`config.mk`:
```
export PLATFORM = sky130hd
export DESIGN_NAME = key_search_ctrl
export DESIGN_NICKNAME = d
export VERILOG_FILES = /design/src/rtl/key_search_pkg.sv /design/src/rtl/key_search_ctrl_msg_byte_checker.sv /design/src/rtl/key_search_ctrl.sv
export SDC_FILE = /design/constraint.sdc
export NUM_CORES = 1
export LEC_CHECK = 0
export CAP_MARGIN = 10
export CORE_MARGIN = 2
export CORE_UTILIZATION = 52
export CTS_BUF_LIST = sky130_fd_sc_hd__clkbuf_8
export DETAILED_ROUTE_END_ITERATION = 8
export PLACE_DENSITY = 0.83
export SLEW_MARGIN = 10
export SYNTH_ARGS = -nofsm -noshare
export SYNTH_HDL_FRONTEND = slang
export SYNTH_SLANG_ARGS = --single-unit
```
`constraint.sdc`:
```
create_clock -name clk -period 1.99 [get_ports clk]
set_input_delay 0.199 -clock clk [delete_from_list [all_inputs] [get_ports clk]]
set_output_delay 0.199 -clock clk [all_outputs]
set_load 0.05 [all_outputs]
```
`src/rtl/key_search_pkg.sv`:
```
// Shared types and helpers for the RC4 brute-force key search controller.
package key_search_pkg;

   typedef enum logic [3:0] {
      S_IDLE,
      S_LAUNCH,
      S_WAIT_RC4,
      S_RD,
      S_CHK,
      S_NEXT,
      S_GAP,
      S_DONE_OK,
      S_DONE_FAIL
   } ksc_state_t;

   localparam logic [7:0] CHAR_SPACE = 8'h20;
   localparam logic [7:0] CHAR_A     = 8'h61;
   localparam logic [7:0] CHAR_Z     = 8'h7A;

   // A plaintext byte is acceptable if it is a lowercase letter or a space.
   function automatic logic is_msg_char(input logic [7:0] b);
      return (b == CHAR_SPACE) || ((b >= CHAR_A) && (b <= CHAR_Z));
   endfunction

endpackage

```
`src/rtl/key_search_ctrl_msg_byte_checker.sv`:
```
// Per-byte plaintext check plus a running AND of every byte seen for the
// current key. clear re-arms the accumulator before each key's readback.
module msg_byte_checker
   import key_search_pkg::*;
(
   input  logic       clk,
   input  logic       reset,
   input  logic       clear,
   input  logic       en,
   input  logic [7:0] rdata,
   output logic       byte_ok,
   output logic       all_valid,
   output logic       acc_ok
);

   assign byte_ok = is_msg_char(rdata);
   // acc_ok already includes the byte being checked this cycle
   assign acc_ok  = all_valid & byte_ok;

   // Accumulate validity of all bytes read for the current key
   always_ff @(posedge clk) begin
      if (reset || clear)
         all_valid <= 1'b1;
      else if (en)
         all_valid <= all_valid & byte_ok;
   end

endmodule

```
`src/rtl/key_search_ctrl.sv`:
```
// Brute-force RC4 key search controller sitting in front of arcfour.
// Build option: KSC_EARLY_ABORT_EN -- reject a key on its first bad byte
// instead of reading the whole message.
//
// state       | meaning
// ------------+---------------------------------------------------------
// S_IDLE      | waiting for start, nothing found yet
// S_LAUNCH    | rc4_start raised for the current key
// S_WAIT_RC4  | rc4_start held until arcfour_finished
// S_RD        | dec_addr presented to decrypted RAM
// S_CHK       | dec_rdata checked against the plaintext alphabet
// S_NEXT      | key rejected; advance or give up at KEY_LAST
// S_GAP       | one idle cycle so arcfour sees rc4_start low before relaunch
// S_DONE_OK   | key accepted and frozen, found=1
// S_DONE_FAIL | range exhausted, exhausted=1
module key_search_ctrl
   import key_search_pkg::*;
#(
   parameter int               KEY_W     = 24,
   parameter int               MSG_LEN   = 32,
   parameter int               ADDR_W    = 5,
   parameter logic [KEY_W-1:0] KEY_FIRST = 24'h000000,
   parameter logic [KEY_W-1:0] KEY_LAST  = 24'h3FFFFF
)(
   input  logic              clk,
   input  logic              reset,
   input  logic              start,
   input  logic              arcfour_finished,
   output logic              rc4_start,
   output logic [KEY_W-1:0]  key,
   output logic [ADDR_W-1:0] dec_addr,
   input  logic [7:0]        dec_rdata,
   output logic              busy,
   output logic              found,
   output logic              exhausted
);

   ksc_state_t        state, state_nxt;
   logic [KEY_W-1:0]  key_nxt;
   logic [ADDR_W-1:0] addr_nxt;
   logic              chk_clear, chk_en;
   logic              byte_ok, all_valid, acc_ok;
   logic              last_byte;

   assign last_byte = (dec_addr == ADDR_W'(MSG_LEN - 1));

   msg_byte_checker u_checker (
      .clk       (clk),
      .reset     (reset),
      .clear     (chk_clear),
      .en        (chk_en),
      .rdata     (dec_rdata),
      .byte_ok   (byte_ok),
      .all_valid (all_valid),
      .acc_ok    (acc_ok)
   );

   // State, key and read-address registers
   always_ff @(posedge clk) begin
      if (reset) begin
         state    <= S_IDLE;
         key      <= KEY_FIRST;
         dec_addr <= '0;
      end else begin
         state    <= state_nxt;
         key      <= key_nxt;
         dec_addr <= addr_nxt;
      end
   end

   // Next-state, key advance and address sequencing
   always_comb begin
      state_nxt = state;
      key_nxt   = key;
      addr_nxt  = dec_addr;
      chk_clear = 1'b0;
      chk_en    = 1'b0;
      case (state)
         S_IDLE, S_DONE_OK, S_DONE_FAIL: begin
            if (start) begin
               state_nxt = S_LAUNCH;
               key_nxt   = KEY_FIRST;
            end
         end
         S_LAUNCH:
            state_nxt = S_WAIT_RC4;
         S_WAIT_RC4: begin
            if (arcfour_finished) begin
               state_nxt = S_RD;
               addr_nxt  = '0;
               chk_clear = 1'b1;
            end
         end
         S_RD:
            state_nxt = S_CHK;
         S_CHK: begin
            chk_en = 1'b1;
`ifdef KSC_EARLY_ABORT_EN
            if (!byte_ok)
               state_nxt = S_NEXT;
            else if (last_byte)
               state_nxt = acc_ok ? S_DONE_OK : S_NEXT;
            else begin
               state_nxt = S_RD;
               addr_nxt  = dec_addr + ADDR_W'(1);
            end
`else
            // Always read the full message; decide only on the last byte.
            if (last_byte)
               state_nxt = acc_ok ? S_DONE_OK : S_NEXT;
            else begin
               state_nxt = S_RD;
               addr_nxt  = dec_addr + ADDR_W'(1);
            end
`endif
         end
         S_NEXT: begin
            // KEY_LAST is tested before incrementing, so the key never wraps.
            if (key == KEY_LAST)
               state_nxt = S_DONE_FAIL;
            else begin
               state_nxt = S_GAP;
               key_nxt   = key + KEY_W'(1);
            end
         end
         S_GAP:
            state_nxt = S_LAUNCH;
         default:
            state_nxt = S_IDLE;
      endcase
   end

   // Outputs decoded directly from the state register
   always_comb begin
      rc4_start = (state == S_LAUNCH) || (state == S_WAIT_RC4);
      busy      = !((state == S_IDLE) || (state == S_DONE_OK) || (state == S_DONE_FAIL));
      found     = (state == S_DONE_OK);
      exhausted = (state == S_DONE_FAIL);
   end

endmodule

```
## Word-level counts from Yosys, hierarchy flattened

Index checks and enable logic that the tools add are counted.

- Flip-flop bits (word level): 34
- Latch bits: 0
- Bits in writable memories: 0
- Bits in read-only memories: 0
- Input bits: 12
- Output and inout port bits: 33
- Memories kept: 0

- Add/subtract/negate cells: 2
- Multipliers: 0
- Divide/modulo/power cells: 0
- $lt $le $gt $ge: 2
- Equality and inequality tests: 15
- Shift-type cells: 0
- Muxes and demuxes: 15
- Bitwise operators: 1
- Reduce and logical (&&, ||, !) cells: 14

Operators with widths:

| kind | count |
|---|---|
| $mux 24 | 2 |
| $pmux 24 s2 | 1 |
| $pmux 4 s7 | 1 |
| $add 24x1->24 const B | 1 |
| $eq 24x22->1 const B | 1 |
| $eq 4x3->1 const B | 4 |
| $mux 4 | 3 |
| $mux 5 | 2 |
| $pmux 5 s2 | 1 |
| $eq 4x2->1 const B | 2 |
| $eq 8x6->1 const B | 1 |
| $ge 8x7->1 const B | 1 |
| $le 8x7->1 const B | 1 |
| $ne 2x2->1 const B | 4 |
| $reduce_and 3->1 | 2 |
| $add 5x1->5 const B | 1 |
| $eq 5x5->1 const B | 1 |
| $logic_or 1x1->1 | 5 |
| $eq 4x1->1 const B | 1 |
| $eq 4x4->1 const B | 1 |
| $logic_not 4->1 | 1 |
| $reduce_bool 2->1 | 2 |
| $mux 1 | 3 |
| $mux 3 | 1 |
| 6 further kinds | 6 |

## Longest topological paths before layout

- Word-level depth: 7
- Mapped depth: 8
- Mapped depth without buffers: 8

## Cells and area by module

Synthesis repeated with hierarchy kept, for this count alone.

- Cells, all modules: 250
- Area, all modules: 2028.2 um^2

Modules (own cells, without submodules):

| module | times used | cells an instance | area each (um^2) | sequential area each (um^2) |
|---|---|---|---|---|
| key_search_ctrl | 1 | 237 | 1926.8 | 660.6 |
| msg_byte_checker | 1 | 13 | 101.3 | 20.0 |

## Worst setup path after synthesis

OpenSTA, ideal clock, no wires.

- Path kind: register to register
- Start point: reg key[0]
- End point: reg key[5]
- Data arrival time: 2.046 ns
- Required time: 1.862 ns
- Setup slack: -0.183 ns
- Stages on the path, launching flop included: 9
- Buffers on the path: 2
- Period minus slack after synthesis: 2.173 ns
- Path through: dfxtp_1 > ha_1 > and4_1 > and4_1 > buf_2 > buf_2 > a211oi_1 > xnor2_1 > nor2_1

- Longest elaborated chain between the ends: 3
- Elaborated cells between the ends (all ways): 6

RTL lines:

| element | line | source |
|---|---|---|
| start: declaration | key_search_ctrl.sv:30 | `output logic [KEY_W-1:0] key,` |
| start signal: assignment | key_search_ctrl.sv:66 | `key <= key_nxt;` |
| $add 24x1->24 or $eq 24x22->1 (tied branches) | key_search_ctrl.sv:123, key_search_ctrl.sv:119 |  |
| $mux 24 or $ne 2x2->1 (tied branches) | - |  |
| $pmux 24 s2 or $reduce_and 3->1 (tied branches) | - |  |

Parallel ways exist; a longest one is shown, timed or not. The select of a mux whose other input is x is not followed.
A chain may end at the register's enable or synchronous reset.

## Final worst setup path

- Start point: reg key[1]
- End point: reg key[17]

The elaborated chain is that of the path after synthesis.

==> results.md <==
* Post-DP Area at 2547 µm²
* Drt total wl at approximately 4600 µm
* Delay-heaviest family, CP: simple AND/OR/NAND/NOR gates
* Post-synth EDFFs at 0
* Data arrival, critical path at about 2100 ps
* CP Launch Point: key[1]
* Syn Inst Count at 230
* Initial antenna violation count at 0
* Fin crit share at 0.9466
* Total track usage at 0.2253
* Starting Density at 0.5368
* Type of element capturing the critical path: register
* Synth Warn # at 0
* Longest Clk Path Bufs at 2
* Asr flop ratio synth at 0
* GP Congestion at approximately 0.80
* Most used DFF post-synth: dfxtp_1
* Placed instance count at approximately 330
* Synthesized area at between 1500 and 2000 µm²
* Status: finished, final reports clean
* CTS tree: done
* Chip width at about 65 µm
* Total internal power at just over 1 mW
* Congestion Overflow GR at 0
* Worst r2r src: key[1]
* Clock network power share at 0.375
* Lkg Pwr at about 0.90 nW
* Clock Sinks at 34
* Layout area overhead at 39.32%
* Nets at 301
* I/O pin count at 45
* Sequential power share at 0.494
* Final ANT Viol Nets at 0
* Area leader, netlist: dfxtp_1
* Net Sw Frac at 0.2582
* Clock Pin Slew Worst Setup and Hold Paths at roughly 70 ps
* FP Rows at 22
* Clock Latency Late Sink at between 200 and 300 ps
* Min cycle time layout at between 1500 and 2000 ps
* Vias in the first global route at 1790
* ANT cells at 0
* First-pass GRT wire length at roughly 7700 µm
* Slew @ Worst Pin at ~560 ps
* Yosys reg bits at 34
* Crit path max fanout at 6
* Slowest library cell on the worst path: a2111o_1
* Die area at approximately 4300 µm²
* Cell variety after synth at 48
* Pwr/cell area at just over 500 nW/µm²
* Max VDD drop at 0.0003086 V
* # fillers at roughly 290
* Fin. Hold Viols at 0
* Cts bufs inserted at 5
* Final instance area at roughly 2700 µm²
* Max cap viols at 0
* Power Total at approximately 1.4 mW
* Sequential area share after synthesis at 0.3489
* Final TNS setup at 0 ps
* Worst Skew at roughly 4.9 ps
* Startpoint Class: register
* Root Driver: clkbuf_8
* IO Port Bufs at 44
* Crit path required time at between 2000 and 2500 ps
* Crit path kind: register to register
* Worst path bufs/invs at 0
* Comb power frac at 0.130
* Detailed Route Iter0 Violations at about 110
* CP Cell Sequence: ha_4 > and4_4 > and2_1 > a2111o_1 > or3_4 > a21oi_2
* Area contributors post-synth: dfxtp_1 35%, xnor2_1 8.5%, nor2_1 6.9%
* Slowest stage delay, CP at about 480 ps
* Max_slew headroom at 0.6244
* Setup-failing EPs final at 0
* Final routed DRC violation total at 0
* Hold-fix buffers at CTS at 0
* Vias per cell at 5.657
* Area of the core at around 3600 µm²
* Via Count at 1895
* Largest net degree at the start of global routing at 22
* Post-DP HPWL at 3325 µm
* Hold Path Class: register to register
* H-tree Lvls at 2
* Finished Layout Cells at between 300 and 400
* Unrepaired setup endpoints after global routing: no
* Routed wire length per instance at 13.76 µm
* DIE HEIGHT at 65.25 µm
* Post-synthesis average cell area at around 8.5 µm²
* Yosys top cell area share at 0.3489
* Count of final max-slew check failures at 0
* Layout cell share with drive strength beyond 1 at 0.2230
* Syn nets at 245
* Sw power at 0.3597 mW
* Hold Startpoint: u_checker.all_valid
* TritonRoute pass-1 iters at 4
* Maximum clock rate at roughly 0.53 GHz
-- cell usage in the layout (no fill, tap or decap), drive strengths merged, types with 3 or more instances in the layout --
cell type / n
nor3: 4
nor2: 36
ha: 3
and2: 4
and4: 5
inv: 6
o21ai: 5
nand2: 16
buf: 22
or3: 3
clkbuf: 6
nand3: 9
nor4: 3
xnor2: 19
a21oi: 12
nand4: 7
a2111oi: 3
nand2b: 3
dfxtp: 34
a21o: 3
and3: 4
a211oi: 11
nor4b: 4
clkdlybuf4s50: 40
-- path summary, 6_finish.rpt --
check	slack [ps]	to	cells after the start
worst min-delay path	470	u_checker.all_valid	2
worst max register to register	110	key[17]	6
worst max-delay path	110	key[17]	6
worst min register to register	470	u_checker.all_valid	2
-- registers in the layout (all words and copies together) (netlist names) --
name,count
key,24
u_checker.all_valid,1
state,4
dec_addr,5
-- worst reg2reg max path: cells and delay by family, from the launching register on --
| kind | cells | cell delay, ps |
|---|---|---|
| AND/OR/NAND/NOR | 3 | 690 |
| AO/OA/AOI/OAI | 2 | 620 |
| flip-flops | 1 | 340 |
| adder cells (fa/ha/maj) | 1 | 160 |
-- repair_timing --
action,in CTS,in global routing
gates resized for setup,0,14
buffers inserted,0,1
hold endpoints to repair,0,0
setup endpoints to repair,0,17
-- layer usage --
metal	vias up	track usage	part of all wire
met5	-	0	0
met4	0	0.05469	0.0098
met3	6	0.04281	0.036
met2	42	0.4043	0.51
met1	901	0.2768	0.44
li1	946	-	-
-- cell families after synthesis --
logic type                 share of synthesized area
xor gates and xnor gates                     0.09429
buffers and inverters                        0.04875
muxes                                        0.01090
adders and majority gates                    0.01925
and+or+nand+nor                               0.3053
DFF                                           0.3489
AOI/OAI and AO/OA                             0.1725
-- per-stage QoR --
step                  util  setup slack [ps]  hold slack [ps]
detailed placement  0.7011            -3.441            461.4
global placement    0.7011             45.06            460.0
finish              0.7479             106.3            470.3
floorplan                -            -27.21            337.6
CTS                 0.7262             17.20            475.6
global route        0.7479             15.54            502.8
-- power groups by stage --
stage / logic, mW / clock network [mW] / registers, mW
floorplan: 0.112 / 0 / 0.703
global placement: 0.173 / 0 / 0.704
detailed placement: 0.176 / 0 / 0.704
CTS: 0.176 / 0.533 / 0.688
global route: 0.197 / 0.554 / 0.689
finish: 0.182 / 0.523 / 0.689
-- cell type report --
class,instances,area [µm²],share of cell area
tap,48,60.06,0.02210
clock inverter,2,8.758,0.003223
timing repair buffer,62,590.6,0.2173
inverter,5,18.77,0.006906
multi-input combinational,178,1260,0.4636
clock buffer,6,82.58,0.03039
sequential,34,696.9,0.2564
-- cell usage after synthesis, drive strengths merged, types with 4 or more instances --
cell	n
inv	5
xnor2	19
and2	4
nor3	4
and3	4
nand3	9
clkbuf	5
nor4b	4
nor2	36
and4	5
nand2	16
o21ai	5
a21oi	12
nand4	7
dfxtp	34
buf	8
a211oi	11
No activity file was read; power rests on OpenSTA's default activity.
